<file path="src/rtl/alu_seq_pkg.sv">
// Shared opcode map, FSM encoding and step-count helper for the multi-cycle ALU.
package alu_seq_pkg;

  localparam logic [2:0] OP_FWD      = 3'b000;
  localparam logic [2:0] OP_ADD      = 3'b001;
  localparam logic [2:0] OP_AND      = 3'b010;
  localparam logic [2:0] OP_OR       = 3'b011;
  localparam logic [2:0] OP_SHIFT_LR = 3'b100;
  localparam logic [2:0] OP_SRA      = 3'b101;
  localparam logic [2:0] OP_ROR      = 3'b110;
  localparam logic [2:0] OP_MUL      = 3'b111;

  typedef enum logic {S_IDLE = 1'b0, S_RUN = 1'b1} state_t;

  // Number of engine steps after the accept edge; 0 means the op finishes on the accept edge.
  function automatic int unsigned step_count(input logic [2:0] op, input logic [31:0] b,
                                             input int unsigned width);
    logic [31:0] mask;
    logic [31:0] c;
    mask = (32'd1 << (width - 1)) - 32'd1;
    c = 32'd0;
    step_count = 0;
    case (op)
      OP_SHIFT_LR: begin
        c = b & mask;
        step_count = (c >= width) ? width : c;
      end
      OP_SRA: begin
        c = b;
        step_count = (c >= width) ? width : c;
      end
      OP_ROR:  step_count = b % width;
      OP_MUL:  step_count = width;
      default: step_count = 0;
    endcase
  endfunction

endpackage

</file>
<file path="src/rtl/alu_shift_step.sv">
// Combinational single-position shift/rotate; dir 0 = left, 1 = right.
module alu_shift_step #(
  parameter int unsigned WIDTH = 8
) (
  input  logic [WIDTH-1:0] value,
  input  logic             dir,
  input  logic             fill,
  input  logic             rot,
  output logic [WIDTH-1:0] result
);

  logic in_bit;

  always_comb begin
    in_bit = fill;
    result = value;
    if (dir) begin
      in_bit = rot ? value[0] : fill;
      result = {in_bit, value[WIDTH-1:1]};
    end else begin
      in_bit = rot ? value[WIDTH-1] : fill;
      result = {value[WIDTH-2:0], in_bit};
    end
  end

endmodule

</file>
<file path="src/rtl/alu_seq.sv">
// Multi-cycle ALU with START/BUSY/DONE handshake and iterative shift/rotate/multiply engine.
// Optional high product half on RESULT_HI when ALU_SEQ_MULHI_EN is defined.
module alu_seq
  import alu_seq_pkg::*;
#(
  parameter int unsigned WIDTH = 8,
  parameter int unsigned CNT_W = $clog2(WIDTH) + 1
) (
  input  logic             CLK,
  input  logic             RESET,
  input  logic             START,
  input  logic [2:0]       SELECT,
  input  logic [WIDTH-1:0] DATA1,
  input  logic [WIDTH-1:0] DATA2,
  output logic [WIDTH-1:0] RESULT,
  output logic             ZERO,
  output logic             BUSY,
  output logic             DONE
`ifdef ALU_SEQ_MULHI_EN
  ,
  output logic [WIDTH-1:0] RESULT_HI
`endif
);

  state_t           state_q, state_d;
  logic [2:0]       op_q, op_d;
  logic [WIDTH-1:0] opr_q, opr_d;      // value being shifted, or multiplier for MUL
  logic [WIDTH-1:0] mcand_q, mcand_d;
  logic [WIDTH-1:0] acc_q, acc_d;
  logic             dir_q, dir_d;
  logic [CNT_W-1:0] cnt_q, cnt_d;
  logic [WIDTH-1:0] result_q, result_d;
  logic             zero_q, zero_d;
  logic             done_q, done_d;

  logic [WIDTH:0]   sum;
  logic             sh_dir, sh_fill, sh_rot;
  logic [WIDTH-1:0] sh_out;
  logic [WIDTH-1:0] single_res;
  int unsigned      steps;

  // MUL: add multiplicand into the high half, then shift {sum, multiplier} right by one.
  assign sum = {1'b0, acc_q} + (opr_q[0] ? {1'b0, mcand_q} : '0);

  always_comb begin
    sh_dir  = dir_q;
    sh_fill = 1'b0;
    sh_rot  = 1'b0;
    case (op_q)
      OP_SRA: begin
        sh_dir  = 1'b1;
        sh_fill = opr_q[WIDTH-1];
      end
      OP_ROR: begin
        sh_dir = 1'b1;
        sh_rot = 1'b1;
      end
      OP_MUL: begin
        sh_dir  = 1'b1;
        sh_fill = sum[0];
      end
      default: ;
    endcase
  end

  alu_shift_step #(
    .WIDTH(WIDTH)
  ) u_shift (
    .value (opr_q),
    .dir   (sh_dir),
    .fill  (sh_fill),
    .rot   (sh_rot),
    .result(sh_out)
  );

  assign steps = step_count(SELECT, 32'(DATA2), WIDTH);

  // Zero-count shifts/rotates fall through to DATA1 unchanged.
  always_comb begin
    case (SELECT)
      OP_FWD:  single_res = DATA2;
      OP_ADD:  single_res = DATA1 + DATA2;
      OP_AND:  single_res = DATA1 & DATA2;
      OP_OR:   single_res = DATA1 | DATA2;
      default: single_res = DATA1;
    endcase
  end

`ifdef ALU_SEQ_MULHI_EN
  logic [WIDTH-1:0] hi_q, hi_d;
  logic [WIDTH-1:0] fin_hi;
  assign fin_hi    = (op_q == OP_MUL) ? sum[WIDTH:1] : '0;
  assign RESULT_HI = hi_q;
`endif

  always_comb begin
    state_d  = state_q;
    op_d     = op_q;
    opr_d    = opr_q;
    mcand_d  = mcand_q;
    acc_d    = acc_q;
    dir_d    = dir_q;
    cnt_d    = cnt_q;
    result_d = result_q;
    zero_d   = zero_q;
    done_d   = 1'b0;
`ifdef ALU_SEQ_MULHI_EN
    hi_d     = hi_q;
`endif
    case (state_q)
      S_IDLE: begin
        if (START) begin
          op_d = SELECT;
          if (steps == 0) begin
            result_d = single_res;
            zero_d   = (single_res == '0);
            done_d   = 1'b1;
`ifdef ALU_SEQ_MULHI_EN
            hi_d     = '0;
`endif
          end else begin
            state_d = S_RUN;
            cnt_d   = CNT_W'(steps);
            opr_d   = (SELECT == OP_MUL) ? DATA2 : DATA1;
            mcand_d = DATA1;
            acc_d   = '0;
            dir_d   = (SELECT == OP_SHIFT_LR) ? DATA2[WIDTH-1] : 1'b1;
          end
        end
      end
      S_RUN: begin
        opr_d = sh_out;
        cnt_d = cnt_q - CNT_W'(1);
        if (op_q == OP_MUL) acc_d = sum[WIDTH:1];
        if (cnt_q == CNT_W'(1)) begin
          state_d  = S_IDLE;
          done_d   = 1'b1;
          result_d = sh_out;
`ifdef ALU_SEQ_MULHI_EN
          hi_d     = fin_hi;
          zero_d   = (sh_out == '0) && (fin_hi == '0);
`else
          zero_d   = (sh_out == '0);
`endif
        end
      end
      default: state_d = S_IDLE;
    endcase
  end

  always_ff @(posedge CLK or negedge RESET) begin
    if (!RESET) begin
      state_q  <= S_IDLE;
      op_q     <= OP_FWD;
      opr_q    <= '0;
      mcand_q  <= '0;
      acc_q    <= '0;
      dir_q    <= 1'b0;
      cnt_q    <= '0;
      result_q <= '0;
      zero_q   <= 1'b0;
      done_q   <= 1'b0;
`ifdef ALU_SEQ_MULHI_EN
      hi_q     <= '0;
`endif
    end else begin
      state_q  <= state_d;
      op_q     <= op_d;
      opr_q    <= opr_d;
      mcand_q  <= mcand_d;
      acc_q    <= acc_d;
      dir_q    <= dir_d;
      cnt_q    <= cnt_d;
      result_q <= result_d;
      zero_q   <= zero_d;
      done_q   <= done_d;
`ifdef ALU_SEQ_MULHI_EN
      hi_q     <= hi_d;
`endif
    end
  end

  assign RESULT = result_q;
  assign ZERO   = zero_q;
  assign BUSY   = (state_q == S_RUN);
  assign DONE   = done_q;

endmodule
</file>
<file path="config.mk">
export PLATFORM = sky130hd
export DESIGN_NAME = alu_seq
export DESIGN_NICKNAME = d
export VERILOG_FILES = /design/src/rtl/alu_seq_pkg.sv /design/src/rtl/alu_shift_step.sv /design/src/rtl/alu_seq.sv
export SDC_FILE = /design/constraint.sdc
export NUM_CORES = 1
export LEC_CHECK = 0
export BUFFER_PORTS_ARGS = -buffer_cell sky130_fd_sc_hd__clkbuf_2
export CAP_MARGIN = 20
export CORE_MARGIN = 5
export CORE_UTILIZATION = 35
export CTS_CLUSTER_SIZE = 40
export DETAILED_ROUTE_END_ITERATION = 7
export GPL_TIMING_DRIVEN = 0
export PLACE_DENSITY = 0.56
export SKIP_CTS_REPAIR_TIMING = 1
export SLEW_MARGIN = 25
export SYNTH_ARGS = -nofsm -noshare
export SYNTH_HDL_FRONTEND = slang
export SYNTH_SLANG_ARGS = --single-unit
export TNS_END_PERCENT = 10
</file>
<file path="constraint.sdc">
create_clock -name CLK -period 2.8 [get_ports CLK]
set_input_delay 0.14 -clock CLK [delete_from_list [all_inputs] [get_ports CLK]]
set_output_delay 0.14 -clock CLK [all_outputs]
set_load 0.05 [all_outputs]
</file>
Yosys cells after proc, flatten, opt, wreduce, memory -nomap -nowiden
Cells that the tools add are included.
{ "classes": {"addsub": 3, "order_cmp": 2, "n_eq_ne": 16, "muxes": 39, "bitwise": 4, "n_reduce_logical": 10} }
{ "op_table": {"columns": ["operator", "n"], "rows": [
  ["$mux W8", 12],
  ["$pmux W8 S4", 2],
  ["$pmux W8 S2", 3],
  ["$logic_not A32 Y1", 1],
  ["$eq A3 B3 Y1 const B", 7],
  ["$logic_not A8 Y1", 2],
  ["$mux W1", 14],
  ["$add A8 B8 Y9", 1],
  ["$reduce_and A3 Y1", 3],
  ["$add A8 B8 Y8", 1],
  ["$and A8 B8 Y8", 1],
  ["$ge A8 B4 Y1 const B", 1],
  ["$mux W4", 2],
  ["$or A8 B8 Y8", 1],
  ["$pmux W1 S2", 4],
  ["$pmux W4 S2", 1],
  ["$ge A7 B4 Y1 const B", 1],
  ["$mux W7", 1],
  ["$eq A3 B2 Y1 const B", 2],
  ["$ne A2 B2 Y1 const B", 3],
  ["$eq A4 B1 Y1 const B", 1],
  ["$ne A2 B1 Y1 const B", 2],
  ["$reduce_and A2 Y1", 2],
  ["$sub A4 B1 Y4 const B", 1],
  ["other kinds (4)", 5]
]} }
{ "word_totals": {"ff_bits": 43, "input_bits": 22, "out_inout_bits": 11, "wordCells": 84} }

Longest topological paths before layout
{ "depth": {"word_depth": 8, "ltp_mapped": 10} }

Hierarchy
A second synthesis with hierarchy kept.
{ "unflattened": {"hier_cells": 366, "area_unflattened_um2": 3239.4} }
{ "modules_own_cells": {"columns": ["mod", "n_inst", "cells_per_inst", "area_per_inst_um2"], "rows": [
  ["alu_seq", 1, 353, 3100.5],
  ["alu_shift_step", 1, 13, 138.9]
]} }

Worst setup path before layout
Ideal clock, no wire load.
{ "synth_timing": {"path_type": "flip-flop to flip-flop", "start": "register opr_q[0]", "end": "register acc_q[7]", "setup_ns": 0.137, "t_arrival_ns": 2.081, "required_time_ns": 2.663, "path_slack_ns": 0.582, "stages_incl_launch_ff": 11, "path_buffers": 1, "synth_period_minus_slack_ns": 2.218, "cell_sequence": "dfrtp_1 clkbuf_1 and2_1 ha_1 fa_1 a21o_1 a21oi_1 o21ai_0 o211a_1 o21ai_0 a22oi_1"} }
{ "synth_between": {"elab_chain_len": 4} }
{ "synth_lines": {"columns": ["element", "line_no", "rtl"], "rows": [
  ["start, declared", "alu_seq.sv:27", "logic [WIDTH-1:0] opr_q, opr_d;"],
  ["start signal, assigned", "alu_seq.sv:169", "opr_q <= opr_d;"],
  ["$mux W8", "alu_seq.sv:43", "assign sum = {1'b0, acc_q} + (opr_q[0] ? {1'b0, mcand_q} : '0);"],
  ["$add A8 B8 Y9", "alu_seq.sv:43", null],
  ["$mux W8", "alu_seq.sv:134", "if (op_q == OP_MUL) acc_d = sum[WIDTH:1];"],
  ["$pmux W8 S2", "alu_seq.sv:110", "case (state_q)"],
  ["end signal, assigned", "alu_seq.sv:157", "acc_q <= '0;"],
  ["end signal, assigned", "alu_seq.sv:171", "acc_q <= acc_d;"],
  ["end, declared", "alu_seq.sv:29", "logic [WIDTH-1:0] acc_q, acc_d;"]
]} }
Every way passes these cells. The select of a mux whose other input is x is not followed.
A chain may end at the register's enable or synchronous reset.

Worst setup path in the final report
Same ends and word-level chain as after synthesis.

==> impl_metrics.json <==
{
  "core_area_mm2": 0.00964,
  "finalPower_mw": 3.24,
  "slowest_delay_ns": 0.41,
  "io_buffers": 29,
  "rows": 36,
  "hold_viol_final": 0,
  "cp.required_ns": 2.97,
  "drtIter0Drc": 194,
  "ys.flop_type": "dfrtp_1",
  "drive_gt1_share_pct": 20.1,
  "synth_top_cell_area_share_pct": 31.6,
  "wl_per_cell_um": 16.5,
  "ant_nets": 0,
  "syn_nets": 425,
  "p_leak_nw": 1.75,
  "path_clk_slew_ns": 0.09,
  "final_core_util_pct": 39.8,
  "worstSkewPairLatency_ns": 0.30,
  "die-width_um": 109,
  "cp.arrival_ns": 2.73,
  "path_buf_inv": 1,
  "grtUsageMet2_pct": 25.2,
  "seqPwrFrac_pct": 34.4,
  "start_kind": "flip-flop",
  "synthTopCellsByArea": "dfrtp_1 32%, ha_1 9.6%, mux2_2 5.3%, mux2i_1 5.0%, a21oi_1 3.8%",
  "async_flop_share_pct": 100,
  "synth_enable_flop_cells": 0,
  "cts_root_buf": "clkbuf_8",
  "dr_total_vias": 2880,
  "hold_class": "input pin to flip-flop",
  "finalWirelength_mm": 9.01,
  "yosysWarningCount": 0,
  "setup_viol": 0,
  "cp-end-kind": "flip-flop",
  "power.switching_mw": 1.41,
  "grt_pass1_vias": 2948,
  "ctsHtreeMaxLevel": 2,
  "cp_common_cell": "o21ai_0",
  "grt_max_degree": 44,
  "maxCapViolations": 0,
  "worstSetupPathType": "flip-flop to flip-flop",
  "via_per_inst": 5.27,
  "cts_made_buffers": 5,
  "use_met3_pct": 2.21,
  "netlist_area_mm2": 0.00340,
  "busiest_layer": "met2",
  "p_per_area_mw_per_mm2": 843,
  "slew_headroom_pct": 57.8,
  "drc": 0,
  "path_delay_family": "compound AO/OA/AOI/OAI gates",
  "grt_pass1_wl_mm": 15.1,
  "yosysTopAreaCell": "dfrtp_1",
  "dr.pass1.iters": 4,
  "fin_setup_tns_ns": 0,
  "clock_path_buffers": 2,
  "overflow": 0,
  "start_util_pct": 35.3,
  "synth_cells": 375,
  "period_share_pct": 91.6,
  "p_comb_share_pct": 50.2,
  "use_met1_pct": 23.7,
  "rsz0062_at_grt": "no",
  "cellInternalPower_mw": 1.83,
  "switching_share_pct": 43.6,
  "tritoncts": "done",
  "synth_seq_cells": 43,
  "max_freq_mhz": 390,
  "tightest_slew_ns": 0.633,
  "critPathSlowestCell": "dfrtp_1",
  "hpwlAfterDp_mm": 6.87,
  "die-height_um": 109,
  "gr-usage-all-layers_pct": 16.5,
  "cts_sinks": 43,
  "finalNetCount": 462,
  "num_antenna_cells": 0,
  "status": "complete, no violations",
  "cp_max_fo": 10,
  "postSynthAreaPerCell_um2": 9.07,
  "slew_violations": 0,
  "io_pins": 33,
  "ys_types": 60,
  "antenna_found_initial": 0,
  "dieArea_mm2": 0.0118,
  "routabilityCongestion": 0.883,
  "fin_skew_ns": 0.0111,
  "power_frac_clock_pct": 15.4,
  "period_needed_ns": 2.57,
  "ys_seq_area_share_pct": 31.6,
  "ir_drop_mv": 0.234,
  "cp_cell_sequence": "clkbuf_1, and2_1, ha_1, fa_1, a21o_1, a21oi_1, o21ai_0, o211a_1, o21ai_0, a22oi_1",
  "area.growth.synth_to_final_pct": 12.8
}
[synth_stat cells (7+ instances only)]
cell / number
and2_1: 10
dfrtp_1: 43
ha_1: 26
o21ai_0: 21
mux2i_1: 17
buf_2: 7
o211ai_1: 8
inv_1: 25
nor2_1: 28
mux2_2: 16
a21oi_1: 26
nand2_1: 27
nand3_1: 13
[cell type report]
| class | instances | area [um^2] |
|---|---|---|
| fill | 1014 | 5800 |
| multi-input combinational | 286 | 2100 |
| sequential | 43 | 1080 |
| tap | 133 | 166 |
| timing repair buffer | 30 | 158 |
| buffer | 19 | 121 |
| inverter | 27 | 101 |
| clock buffer | 5 | 68.8 |
| clock inverter | 3 | 43.8 |
[power groups by stage]
| stage | clock [mW] | combinational, mW | sequential [mW] |
|---|---|---|---|
| 2_1_floorplan | 0 | 1.04 | 1.30 |
| 3_3_place_gp | 0 | 1.60 | 1.12 |
| 3_5_place_dp | 0 | 1.64 | 1.12 |
| 4_1_cts | 0.520 | 1.64 | 1.11 |
| 5_1_grt | 0.540 | 1.82 | 1.15 |
| 6_report | 0.499 | 1.63 | 1.11 |
[worst paths after layout]
kind	end	start	slack [ns]	depth (start not counted)
worst min register to register	RESULT[3]	RESULT[3]	0.49	2
min in group asynchronous	op_q[1]	RESET	0.42	2
max in group asynchronous	opr_q[6]	RESET	1.95	2
worst max-delay path	acc_q[7]	opr_q[0]	0.23	10
worst min-delay path	mcand_q[7]	DATA1[7]	0.15	2
worst max register to register	acc_q[7]	opr_q[0]	0.23	10
[cells by family after synthesis]
group | Yosys count | synth area share (%)
DFF | 43 | 31.6
and+or+nand+nor | 110 | 17.0
adders and majority gates | 28 | 10.7
buffers and inverters | 46 | 6.55
AOI/OAI and AO/OA | 107 | 21.7
xor gates and xnor gates | 8 | 2.06
muxes | 33 | 10.3
[worst register-to-register path, stage by stage (launching register included)]
cell	delay, ns
dfrtp_1	0.41
clkbuf_1	0.25
and2_1	0.22
ha_1	0.20
fa_1	0.40
a21o_1	0.17
a21oi_1	0.26
o21ai_0	0.12
o211a_1	0.15
o21ai_0	0.14
a22oi_1	0.10
[layer usage]
layer / vias up / part of all wire [%]
met5: - / 0
met4: 0 / 2.1
met3: 10 / 4.4
met2: 66 / 45
met1: 1372 / 49
li1: 1432 / -
[flip-flops by register name (all words and copies together) (netlist names)]
signal   count
DONE         1
ZERO         1
cnt_q        4
acc_q        8
RESULT       8
mcand_q      8
op_q         3
BUSY         1
dir_q        1
opr_q        8
[cells in the final DEF, fill, tap and decap left out, types with 5 or more instances in the layout]
cell type | synthesis | routed
nand2_1 | 27 | 27
nor2_1 | 28 | 28
clkbuf_1 | 6 | 6
nand3_1 | 13 | 13
o211ai_1 | 8 | 8
a211oi_1 | 6 | 6
nor2b_1 | 5 | 5
buf_2 | 7 | 7
a21oi_1 | 26 | 26
mux2i_1 | 17 | 17
o21ai_0 | 21 | 21
and2_1 | 10 | 10
dfrtp_1 | 43 | 43
mux2_2 | 16 | 16
ha_1 | 26 | 26
clkbuf_8 | 0 | 5
inv_1 | 25 | 25
nor3_1 | 5 | 5
buf_6 | 5 | 5
clkbuf_2 | 0 | 28
xnor2_1 | 6 | 6
[stage by stage]
step           setup slack, ns  hold WS, ns  cell area (um^2)  std cells
6_report                 0.235        0.145              3840        546
5_1_grt                 0.0422        0.147              3840        546
4_1_cts                  0.224      -0.0975              3830        545
3_5_place_dp             0.251        0.239              3720        537
3_3_place_gp             0.234        0.420              3710        537
2_1_floorplan            0.582       -0.156              3400        375
No activity file was read; power rests on OpenSTA's default activity.
